## config.mk

```make
export PLATFORM = sky130hd
export DESIGN_NAME = proc_control_unit
export DESIGN_NICKNAME = d
export VERILOG_FILES = /design/src/rtl/proc_ctrl_pkg.sv /design/src/rtl/ir_field_decode.sv /design/src/rtl/proc_control_unit.sv
export SDC_FILE = /design/constraint.sdc
export NUM_CORES = 1
export LEC_CHECK = 0
export CORE_MARGIN = 4
export CORE_UTILIZATION = 31
export DETAILED_ROUTE_END_ITERATION = 10
export PLACE_DENSITY = 0.89
export SLEW_MARGIN = 20
export SYNTH_ARGS = -nofsm -noshare
export SYNTH_HDL_FRONTEND = slang
export SYNTH_HIERARCHICAL = 1
export SYNTH_SLANG_ARGS = --single-unit
```

## constraint.sdc

```tcl
create_clock -name clk -period 2.4 [get_ports clk]
set_input_delay 0.72 -clock clk [delete_from_list [all_inputs] [get_ports clk]]
set_output_delay 0.72 -clock clk [all_outputs]
set_load 0.01 [all_outputs]
```

## src/rtl/proc_ctrl_pkg.sv

```systemverilog
// Shared types and constants for the ProjectB processor control unit.
package proc_ctrl_pkg;
  localparam int IR_W      = 16;
  localparam int D_ADDR_W  = 8;
  localparam int RF_ADDR_W = 4;
  localparam int OPC_W     = 4;
  localparam int STATE_W   = 4;
  localparam int ALU_S_W   = 3;

  typedef enum logic [STATE_W-1:0] {
    S_INIT   = 4'd0,
    S_FETCH  = 4'd1,
    S_DECODE = 4'd2,
    S_NOOP   = 4'd3,
    S_LOAD_A = 4'd4,
    S_LOAD_B = 4'd5,
    S_STORE  = 4'd6,
    S_ADD    = 4'd7,
    S_SUB    = 4'd8,
    S_HALT   = 4'd9
  } state_t;

  localparam logic [OPC_W-1:0] OP_NOOP  = 4'd0;
  localparam logic [OPC_W-1:0] OP_STORE = 4'd1;
  localparam logic [OPC_W-1:0] OP_LOAD  = 4'd2;
  localparam logic [OPC_W-1:0] OP_ADD   = 4'd3;
  localparam logic [OPC_W-1:0] OP_SUB   = 4'd4;
  localparam logic [OPC_W-1:0] OP_HALT  = 4'd5;

  localparam logic [ALU_S_W-1:0] ALU_PASS = 3'b000;
  localparam logic [ALU_S_W-1:0] ALU_ADD  = 3'b001;
  localparam logic [ALU_S_W-1:0] ALU_SUB  = 3'b010;
endpackage

```

## src/rtl/ir_field_decode.sv

```systemverilog
// Splits the instruction word into opcode, register and data-address fields.
module ir_field_decode
  import proc_ctrl_pkg::*;
(
  input  logic [IR_W-1:0]      ir,
  output logic [OPC_W-1:0]     opcode,
  output logic [RF_ADDR_W-1:0] ra,
  output logic [RF_ADDR_W-1:0] rb,
  output logic [RF_ADDR_W-1:0] rw,
  output logic [D_ADDR_W-1:0]  d_addr
);
  assign opcode = ir[15:12];
  assign ra     = ir[11:8];
  assign rb     = ir[7:4];
  assign rw     = ir[3:0];

  // STORE carries its memory address in the low byte; every other format
  // (LOAD in particular) carries it in ir[11:4].
  always_comb begin
    d_addr = ir[11:4];
    if (opcode == OP_STORE) d_addr = ir[7:0];
  end
endmodule

```

## src/rtl/proc_control_unit.sv

```systemverilog
// Moore FSM sequencing fetch/decode/execute for the ProjectB datapath.
module proc_control_unit
  import proc_ctrl_pkg::*;
(
  input  logic        clk,
  input  logic        reset,
  input  logic [15:0] ir,
  output logic        pc_clr,
  output logic        pc_up,
  output logic        ir_ld,
  output logic [7:0]  d_addr,
  output logic        d_wr,
  output logic        rf_s,
  output logic [3:0]  rf_w_addr,
  output logic        rf_w_wr,
  output logic [3:0]  rf_ra_addr,
  output logic        rf_ra_rd,
  output logic [3:0]  rf_rb_addr,
  output logic        rf_rb_rd,
  output logic [2:0]  alu_s,
  output logic [3:0]  state,
  output logic        halted
);
  state_t           state_q, state_d;
  logic [OPC_W-1:0] opcode;

  ir_field_decode u_dec (
    .ir     (ir),
    .opcode (opcode),
    .ra     (rf_ra_addr),
    .rb     (rf_rb_addr),
    .rw     (rf_w_addr),
    .d_addr (d_addr)
  );

  assign state = state_q;

  // State register: the only storage in the block; reset abandons any instruction.
  always_ff @(posedge clk or posedge reset) begin
    if (reset) state_q <= S_INIT;
    else       state_q <= state_d;
  end

  // Next-state: straight-line sequencing, dispatch on opcode in DECODE.
  always_comb begin
    state_d = S_INIT;
    case (state_q)
      S_INIT:   state_d = S_FETCH;
      S_FETCH:  state_d = S_DECODE;
      S_DECODE: begin
        case (opcode)
          OP_STORE: state_d = S_STORE;
          OP_LOAD:  state_d = S_LOAD_A;
          OP_ADD:   state_d = S_ADD;
          OP_SUB:   state_d = S_SUB;
          OP_HALT:  state_d = S_HALT;
          default:  state_d = S_NOOP;  // 0 and unused opcodes 6..15
        endcase
      end
      S_NOOP:   state_d = S_FETCH;
      S_LOAD_A: state_d = S_LOAD_B;
      S_LOAD_B: state_d = S_FETCH;
      S_STORE:  state_d = S_FETCH;
      S_ADD:    state_d = S_FETCH;
      S_SUB:    state_d = S_FETCH;
      S_HALT:   state_d = S_HALT;
      default:  state_d = S_INIT;      // illegal encodings recover via INIT
    endcase
  end

  // Output decode: strobes depend only on the current state.
  always_comb begin
    pc_clr   = 1'b0;
    pc_up    = 1'b0;
    ir_ld    = 1'b0;
    d_wr     = 1'b0;
    rf_s     = 1'b0;
    rf_w_wr  = 1'b0;
    rf_ra_rd = 1'b0;
    rf_rb_rd = 1'b0;
    alu_s    = ALU_PASS;
    halted   = 1'b0;
    case (state_q)
      S_INIT:   pc_clr = 1'b1;
      S_FETCH:  begin ir_ld = 1'b1; pc_up = 1'b1; end
      S_LOAD_A: rf_s = 1'b1;  // memory read cycle, mux pre-selected
      S_LOAD_B: begin rf_s = 1'b1; rf_w_wr = 1'b1; end
      S_STORE:  begin rf_ra_rd = 1'b1; d_wr = 1'b1; end
      S_ADD:    begin rf_ra_rd = 1'b1; rf_rb_rd = 1'b1; rf_w_wr = 1'b1; alu_s = ALU_ADD; end
      S_SUB:    begin rf_ra_rd = 1'b1; rf_rb_rd = 1'b1; rf_w_wr = 1'b1; alu_s = ALU_SUB; end
      S_HALT:   halted = 1'b1;
      default:  ;
    endcase
  end
endmodule
```

# [Word level (Yosys, flattened, before mapping)]
# Cells that the tools add are included.
[word_totals] reg_bits=4 latchBits=0 ramBits=0 mem_bits_ro=0 in_bits=18 output_inout_bits=36 elab_cells=33 mem_count=0
[op_classes] add_sub_neg=0 n_mul=0 n_div=0 order_cmp=0 eq_ne=14 n_shift=0 mux=12 bitwise=0 reduce_logical=6
[ops] operator="$pmux W4 S5" n=2
[ops] operator="$eq A4 B3 Y1 const B" n=6
[ops] operator="$eq A4 B2 Y1 const B" n=4
[ops] operator="$eq A4 B1 Y1 const B" n=2
[ops] operator="$eq A4 B4 Y1 const B" n=2
[ops] operator="$mux W1" n=8
[ops] operator="$mux W8" n=1
[ops] operator="$reduce_or A3 Y1" n=2
[ops] operator="$reduce_or A6 Y1" n=1
[ops] operator="$logic_not A4 Y1" n=1
[ops] operator="$pmux W2 S2" n=1
[ops] operator="$reduce_or A2 Y1" n=2

# [Longest topological paths before layout]
# Gate-level depths: netlist of the first run.
[logic_depth] word_depth=3 depth_mapped=4 mapped_depth_nobuf=3

# [Hierarchy]
# Netlist of the first run, hierarchy kept.
[modules_own_cells] module="proc_control_unit" n_inst=1 cells_each=49 area_per_inst_um2=387.9 seq_area_each_um2=100.1
[modules_own_cells] module="ir_field_decode" n_inst=1 cells_each=25 area_per_inst_um2=234.0 seq_area_each_um2=0.0

# [Worst setup path after synthesis of the first run]
# No wires, ideal clock.
[synth_path] kind="input -> output" startpoint="in ir[13]" endpoint="out d_addr[0]" arrival_time_ps=1588 required_time_ps=1680 path_slack_ps=92 path_stages=2 n_path_buf=0 path_cell_list="nor4b_4 > mux2_2"
[synth_via] elab_chain_cells=2
[synth_rtl] item="start, declared" line_no="proc_control_unit.sv:7" rtl="input logic [15:0] ir,"
[synth_rtl] item="$eq A4 B1 Y1" line_no="ir_field_decode.sv:21" rtl="if (opcode == OP_STORE) d_addr = ir[7:0];"
[synth_rtl] item="$mux W8" line_no="ir_field_decode.sv:21"
[synth_rtl] item="end, declared" line_no="proc_control_unit.sv:11" rtl="output logic [7:0] d_addr,"
# Every way passes these cells.

# [Worst setup path after layout of the first run]
[layout_path] startpoint="in ir[14]" endpoint="out d_addr[7]"
# Same word-level chain as after synthesis.

==> results of run 1 <==
## critical path: stages
cell	delay, ns
buf_6	0.10
nor4b_4	0.29
buf_6	0.15
buf_6	0.12
mux2_4	0.30
buf_6	0.12
## what timing repair did
item / CTS / global route
setup buffers: 5 / 1
resized for setup: 89 / 7
pin swaps: 1 / 0
hold buffers: 0 / 0
endpoints found under the setup margin: 28 / 14
## cell usage after synthesis (2+ instances only)
master     n
nand2b_1   2
buf_4     18
buf_2      3
mux2_2     8
nor2_1     7
or2b_1     2
o21ai_0    2
dfrtp_1    4
nor3_1     2
inv_1      4
nor3b_1    4
a21o_1     2
## metal layers
metal	wire length, microns	global-route usage, %	vias to the layer above
met5	0	0	-
met4	6	6.38	0
met3	340	8.26	2
met2	878	24.4	50
met1	739	15.2	317
li1	-	-	340
## layout make-up
cell class	instances	share of cell area [%]
repair buffers	71	54.7
multi-input cells	44	31.4
flip-flops and latches	4	8.33
well taps	25	2.54
clock buffers	3	1.83
inverters	4	1.22
## worst min path at each step
stage               slack (ns)  depth (start not counted)                  to               start
floorplan                 0.49                          1  state[0]$_DFF_PP0_               reset
global placement          0.65                          2  state[2]$_DFF_PP0_  state[0]$_DFF_PP0_
detailed placement        0.68                          2  state[2]$_DFF_PP0_  state[0]$_DFF_PP0_
CTS                       0.65                          2  state[3]$_DFF_PP0_  state[2]$_DFF_PP0_
global route              0.68                          2  state[3]$_DFF_PP0_               reset
finish                    0.63                          2  state[3]$_DFF_PP0_  state[2]$_DFF_PP0_
## cells by family after synthesis
logic type / after synthesis / synth area share, %
multiplexers: 8 / 14.5
flip-flops: 4 / 16.1
buffers and inverters: 26 / 28.4
AND/OR/NAND/NOR: 25 / 27.8
AO/OA/AOI/OAI: 9 / 11.3
XOR/XNOR: 1 / 1.41
other: 1 / 0.603
## metrics by stage
stage,power (mW),hold slack (ns),cell area (sq um),setup TNS [ns],worst slack (ns)
global placement,0.547,0.650,1110,-7.41,-0.786
detailed placement,0.559,0.678,1110,-7.60,-0.806
global route,0.700,0.681,1230,-1.15,-0.163
CTS,0.657,0.649,1210,-0.653,-0.0955
finish,0.647,0.627,1230,-0.872,-0.122
floorplan,0.350,0.486,622,0,0.0917
## power by group
group	internal [mW]	total, mW	switching, mW
Combinational	0.250	0.451	0.201
Sequential	0.0912	0.116	0.0247
Clock	0.0557	0.0802	0.0245
Total	0.397	0.647	0.250
==> impl_metrics.ini, run 1 <==
[final_layout]
syn2layout_area_growth_pct = 98.0
final_common_cell = clkdlybuf4s50_1
most-common-layout-cells = clkdlybuf4s50_1 (19), buf_4 (16), dlygate4sd2_1 (15), buf_6 (13), mux2_4 (8)
fillers = 148
nets = 146
largest_reg_flops = 4
multiInputGateArea_sq_um = 387
diodes = 0
final_util_pct = 67.6
instances_no_fill = 151
regArea_sq_um = 103
final_layout_size_suffix_gt1_share_pct = 39.7

[min_path]
hold_class = flop to flop

[floorplan]
dieArea_sq_um = 2790
initial_core_util_pct = 34.2
die_h_microns = 52.8
chipWidth_microns = 52.8
placementRows = 15
io_pins = 54
core-area_sq_um = 1820

[global_route]
grt_pass1_wl_microns = 3050
grtUsageTotal_pct = 14.8
overflow = 0
antenna_found_initial = 0
grt_max_degree = 13
grt_pass1_vias = 737

[worst_setup_path]
cp-end-kind = output port
r2r-start = state[1]$_DFF_PP0_
r2r-end = state[2]$_DFF_PP0_
critPathKind = primary input to output port
cp_data_arrival_time_ns = 1.80
path_max_fanout = 4
r2r_cells = 4
worstSetupStartpoint = ir[14]
crit_required_ns = 1.68
ff2ff_setup_slack_ns = 1.00
crit_end = d_addr[7]
critPathLaunchType = primary input

[timing]
grt_setup_unrepaired = yes
drv_slew = 0
fin_crit_ns = 2.52
max_freq_mhz = 396
finalHoldViolCount = 0
setup_viol = 8
fin_crit_sh_pct = 105
setup_ws_ns = -0.122
clock_skew_ns = 0.00158

[routing]
first_pass_iters = 4
drcViolationCount = 0
drt_iter0_markers = 5
routed_via_density = 4.70
postRouteAntennaNets = 0
wl_per_cell_microns = 13.0
num_vias = 709
wl_microns = 1970

[run_status]
violations = negative setup slack
status = finished with violations

[clock_tree]
clockRootBuffer = clkbuf_4
h-tree-depth = 1
cts_tree = built
numCtsBuffers = 3
path_clk_slew_ns = 0.04
clkSinkCount = 4
clk_latency_ns = 0.23
clk_path_buf_depth = 2

[logic_synthesis]
synth-edff-count = 0
ys_async_sr_fraction_pct = 100
synth_top_flop_cell = dfrtp_1
synthCells = 74
ys_seq_area_share_pct = 16.1
syn-cell-area_sq_um = 622
synth.net_count = 92
synthTopCellsByArea = buf_4 (22%), dfrtp_1 (16%), mux2_2 (14%)
post_synth_num_cell_types = 28
synth_top_area_cell = buf_4
synth.yosys.warnings = 6
avgSynthCellArea_sq_um = 8.40
synth_top_area_share_pct = 21.7
synth_seq_cells = 4

[placement]
place_hpwl_microns = 1490
post-place-cells = 142
port_buffers = 52
globalplace.congestion = 0.803

[power]
power_per_cell_area_nw_per_um2 = 526
worst_ir_drop_vdd_uv = 393
p_leak_nw = 0.684

[run]
drv_cap = 0
Note: power is estimated with default switching activity, not from simulation.
==> run 2: changes to the inputs <==
PLACE_DENSITY = 0.85   (was 0.89)
==> run 2 against run 1 <==
  * The run still ends with negative setup slack left
  * Flip-flop and latch count stayed put
  * Design area grew 1.1%
  * Global-route usage up 0.83 points
  * Non-clock buffer count grew 2
  * Setup slack improved by 0.010 ns
  * Power up 3.1%
  * Count of clock-buffer cells in the layout unchanged
  * Via count up 0.28%
  * Cell count is 1.3% higher
  * First-iteration DRC count is 20% higher
  * Critical path type unchanged
==> impl_metrics.ini, run 2 (synthesis results as in run 1) <==
[run_status]
status = finished with violations
violations = negative setup slack

[clock_tree]
clk_path_buf_depth = 2
cts_tree = built
h-tree-depth = 1
clk_latency_ns = 0.24
cts_hold_buf = 0
clockRootBuffer = clkbuf_4
path_clk_slew_ns = 0.04
numCtsBuffers = 3
clkSinkCount = 4

[final_layout]
syn2layout_area_growth_pct = 100
largest_reg_flops = 4
most-common-layout-cells = clkdlybuf4s50_1 (20), buf_4 (18), dlygate4sd2_1 (16), buf_6 (11), nor2_1 (7)
fin_area_sq_um = 1240
diodes = 0
final_layout_size_suffix_gt1_share_pct = 40.6
final_common_cell = clkdlybuf4s50_1
nets = 148

[timing]
max_freq_mhz = 398
drv_slew = 0
tns_ns = -0.571
grt_setup_unrepaired = yes
fin_crit_sh_pct = 105
setup_viol = 8
clock_skew_ns = 0.00343
setup_ws_ns = -0.112
whs_ns = 0.624
fin_crit_ns = 2.51
finalHoldViolCount = 0

[run]
drv_cap = 0

[global_route]
overflow = 0
grtUsageTotal_pct = 15.6
grt_pass1_wl_microns = 3140
antenna_found_initial = 0
grt_pass1_vias = 780
grt_max_degree = 9

[routing]
routed_via_density = 4.65
wl_per_cell_microns = 12.8
drt_iter0_markers = 6
postRouteAntennaNets = 0
drcViolationCount = 0
first_pass_iters = 3
num_vias = 711
wl_microns = 1960

[placement]
dpl-instance-area_sq_um = 1120
port_buffers = 52
globalplace.congestion = 0.747
dpl_worst_slack_ns = -0.826
place_hpwl_microns = 1540

[worst_setup_path]
critPathLaunchType = primary input
critPathKind = primary input to output port
cp_data_arrival_time_ns = 1.79
path_max_fanout = 6
crit_required_ns = 1.68
cp-end-kind = output port
ff2ff_setup_slack_ns = 0.97

[power]
p_leak_nw = 0.654
power_per_cell_area_nw_per_um2 = 536
worst_ir_drop_vdd_uv = 279

[floorplan]
dieArea_sq_um = 2790
placementRows = 15
initial_core_util_pct = 34.2
chipWidth_microns = 52.8
core-area_sq_um = 1820
io_pins = 54
die_h_microns = 52.8

[min_path]
hold_class = flop to flop
-- run 2: through the flow --
| stage | instances | util (%) | power [mW] |
|---|---|---|---|
| finish | 153 | 68.4 | 0.667 |
| CTS | 150 | 66.4 | 0.671 |
| detailed placement | 143 | 61.4 | 0.568 |
| floorplan | 74 | - | 0.350 |
| global route | 153 | 68.4 | 0.720 |
| global placement | 143 | 61.4 | 0.558 |
-- run 2: power breakdown --
| part | leakage (nW) | internal, mW | switching, mW |
|---|---|---|---|
| clock | 0.0138 | 0.0561 | 0.0300 |
| combinational | 0.593 | 0.263 | 0.191 |
| sequential | 0.0470 | 0.0898 | 0.0369 |
| total | 0.654 | 0.409 | 0.258 |
-- run 2: metal layers --
layer / vias up / GRT usage [%] / wire length [microns]
met4: 0 / 8.94 / 19
met3: 2 / 8.26 / 319
li1: 343 / - / -
met2: 52 / 26.2 / 911
met5: - / 0 / 0
met1: 314 / 15.1 / 713
-- run 2: area by class of cell --
cell class              count  area (sq um)
fillers                   158           576
inverters                   4          15.0
clock buffers               3          22.5
well taps                  25          31.3
multi-input cells          44           379
repair buffers             73           694
flip-flops and latches      4           103
-- run 2: what timing repair did --
item                                    in CTS  in global routing
pin swaps                                    1                  1
gates resized for setup                     87                  5
endpoints found under the setup margin      28                 13
buffers inserted                             4                  3
-- run 2: worst paths after layout --
check / startpoint / cells past startpoint / end
setup / recovery: ir[15] / 6 / d_addr[0]
hold / removal: state[3]$_DFF_PP0_ / 2 / state[1]$_DFF_PP0_
setup reg to reg: state[1]$_DFF_PP0_ / 4 / state[2]$_DFF_PP0_
hold reg to reg: state[3]$_DFF_PP0_ / 2 / state[1]$_DFF_PP0_
max in group asynchronous: reset / 2 / state[3]$_DFF_PP0_
min in group asynchronous: reset / 2 / state[0]$_DFF_PP0_
-- run 2: critical path, stage by stage --
cell	delay, ns
buf_8	0.10
nor4b_4	0.27
buf_6	0.18
buf_6	0.11
mux2_4	0.29
buf_6	0.12
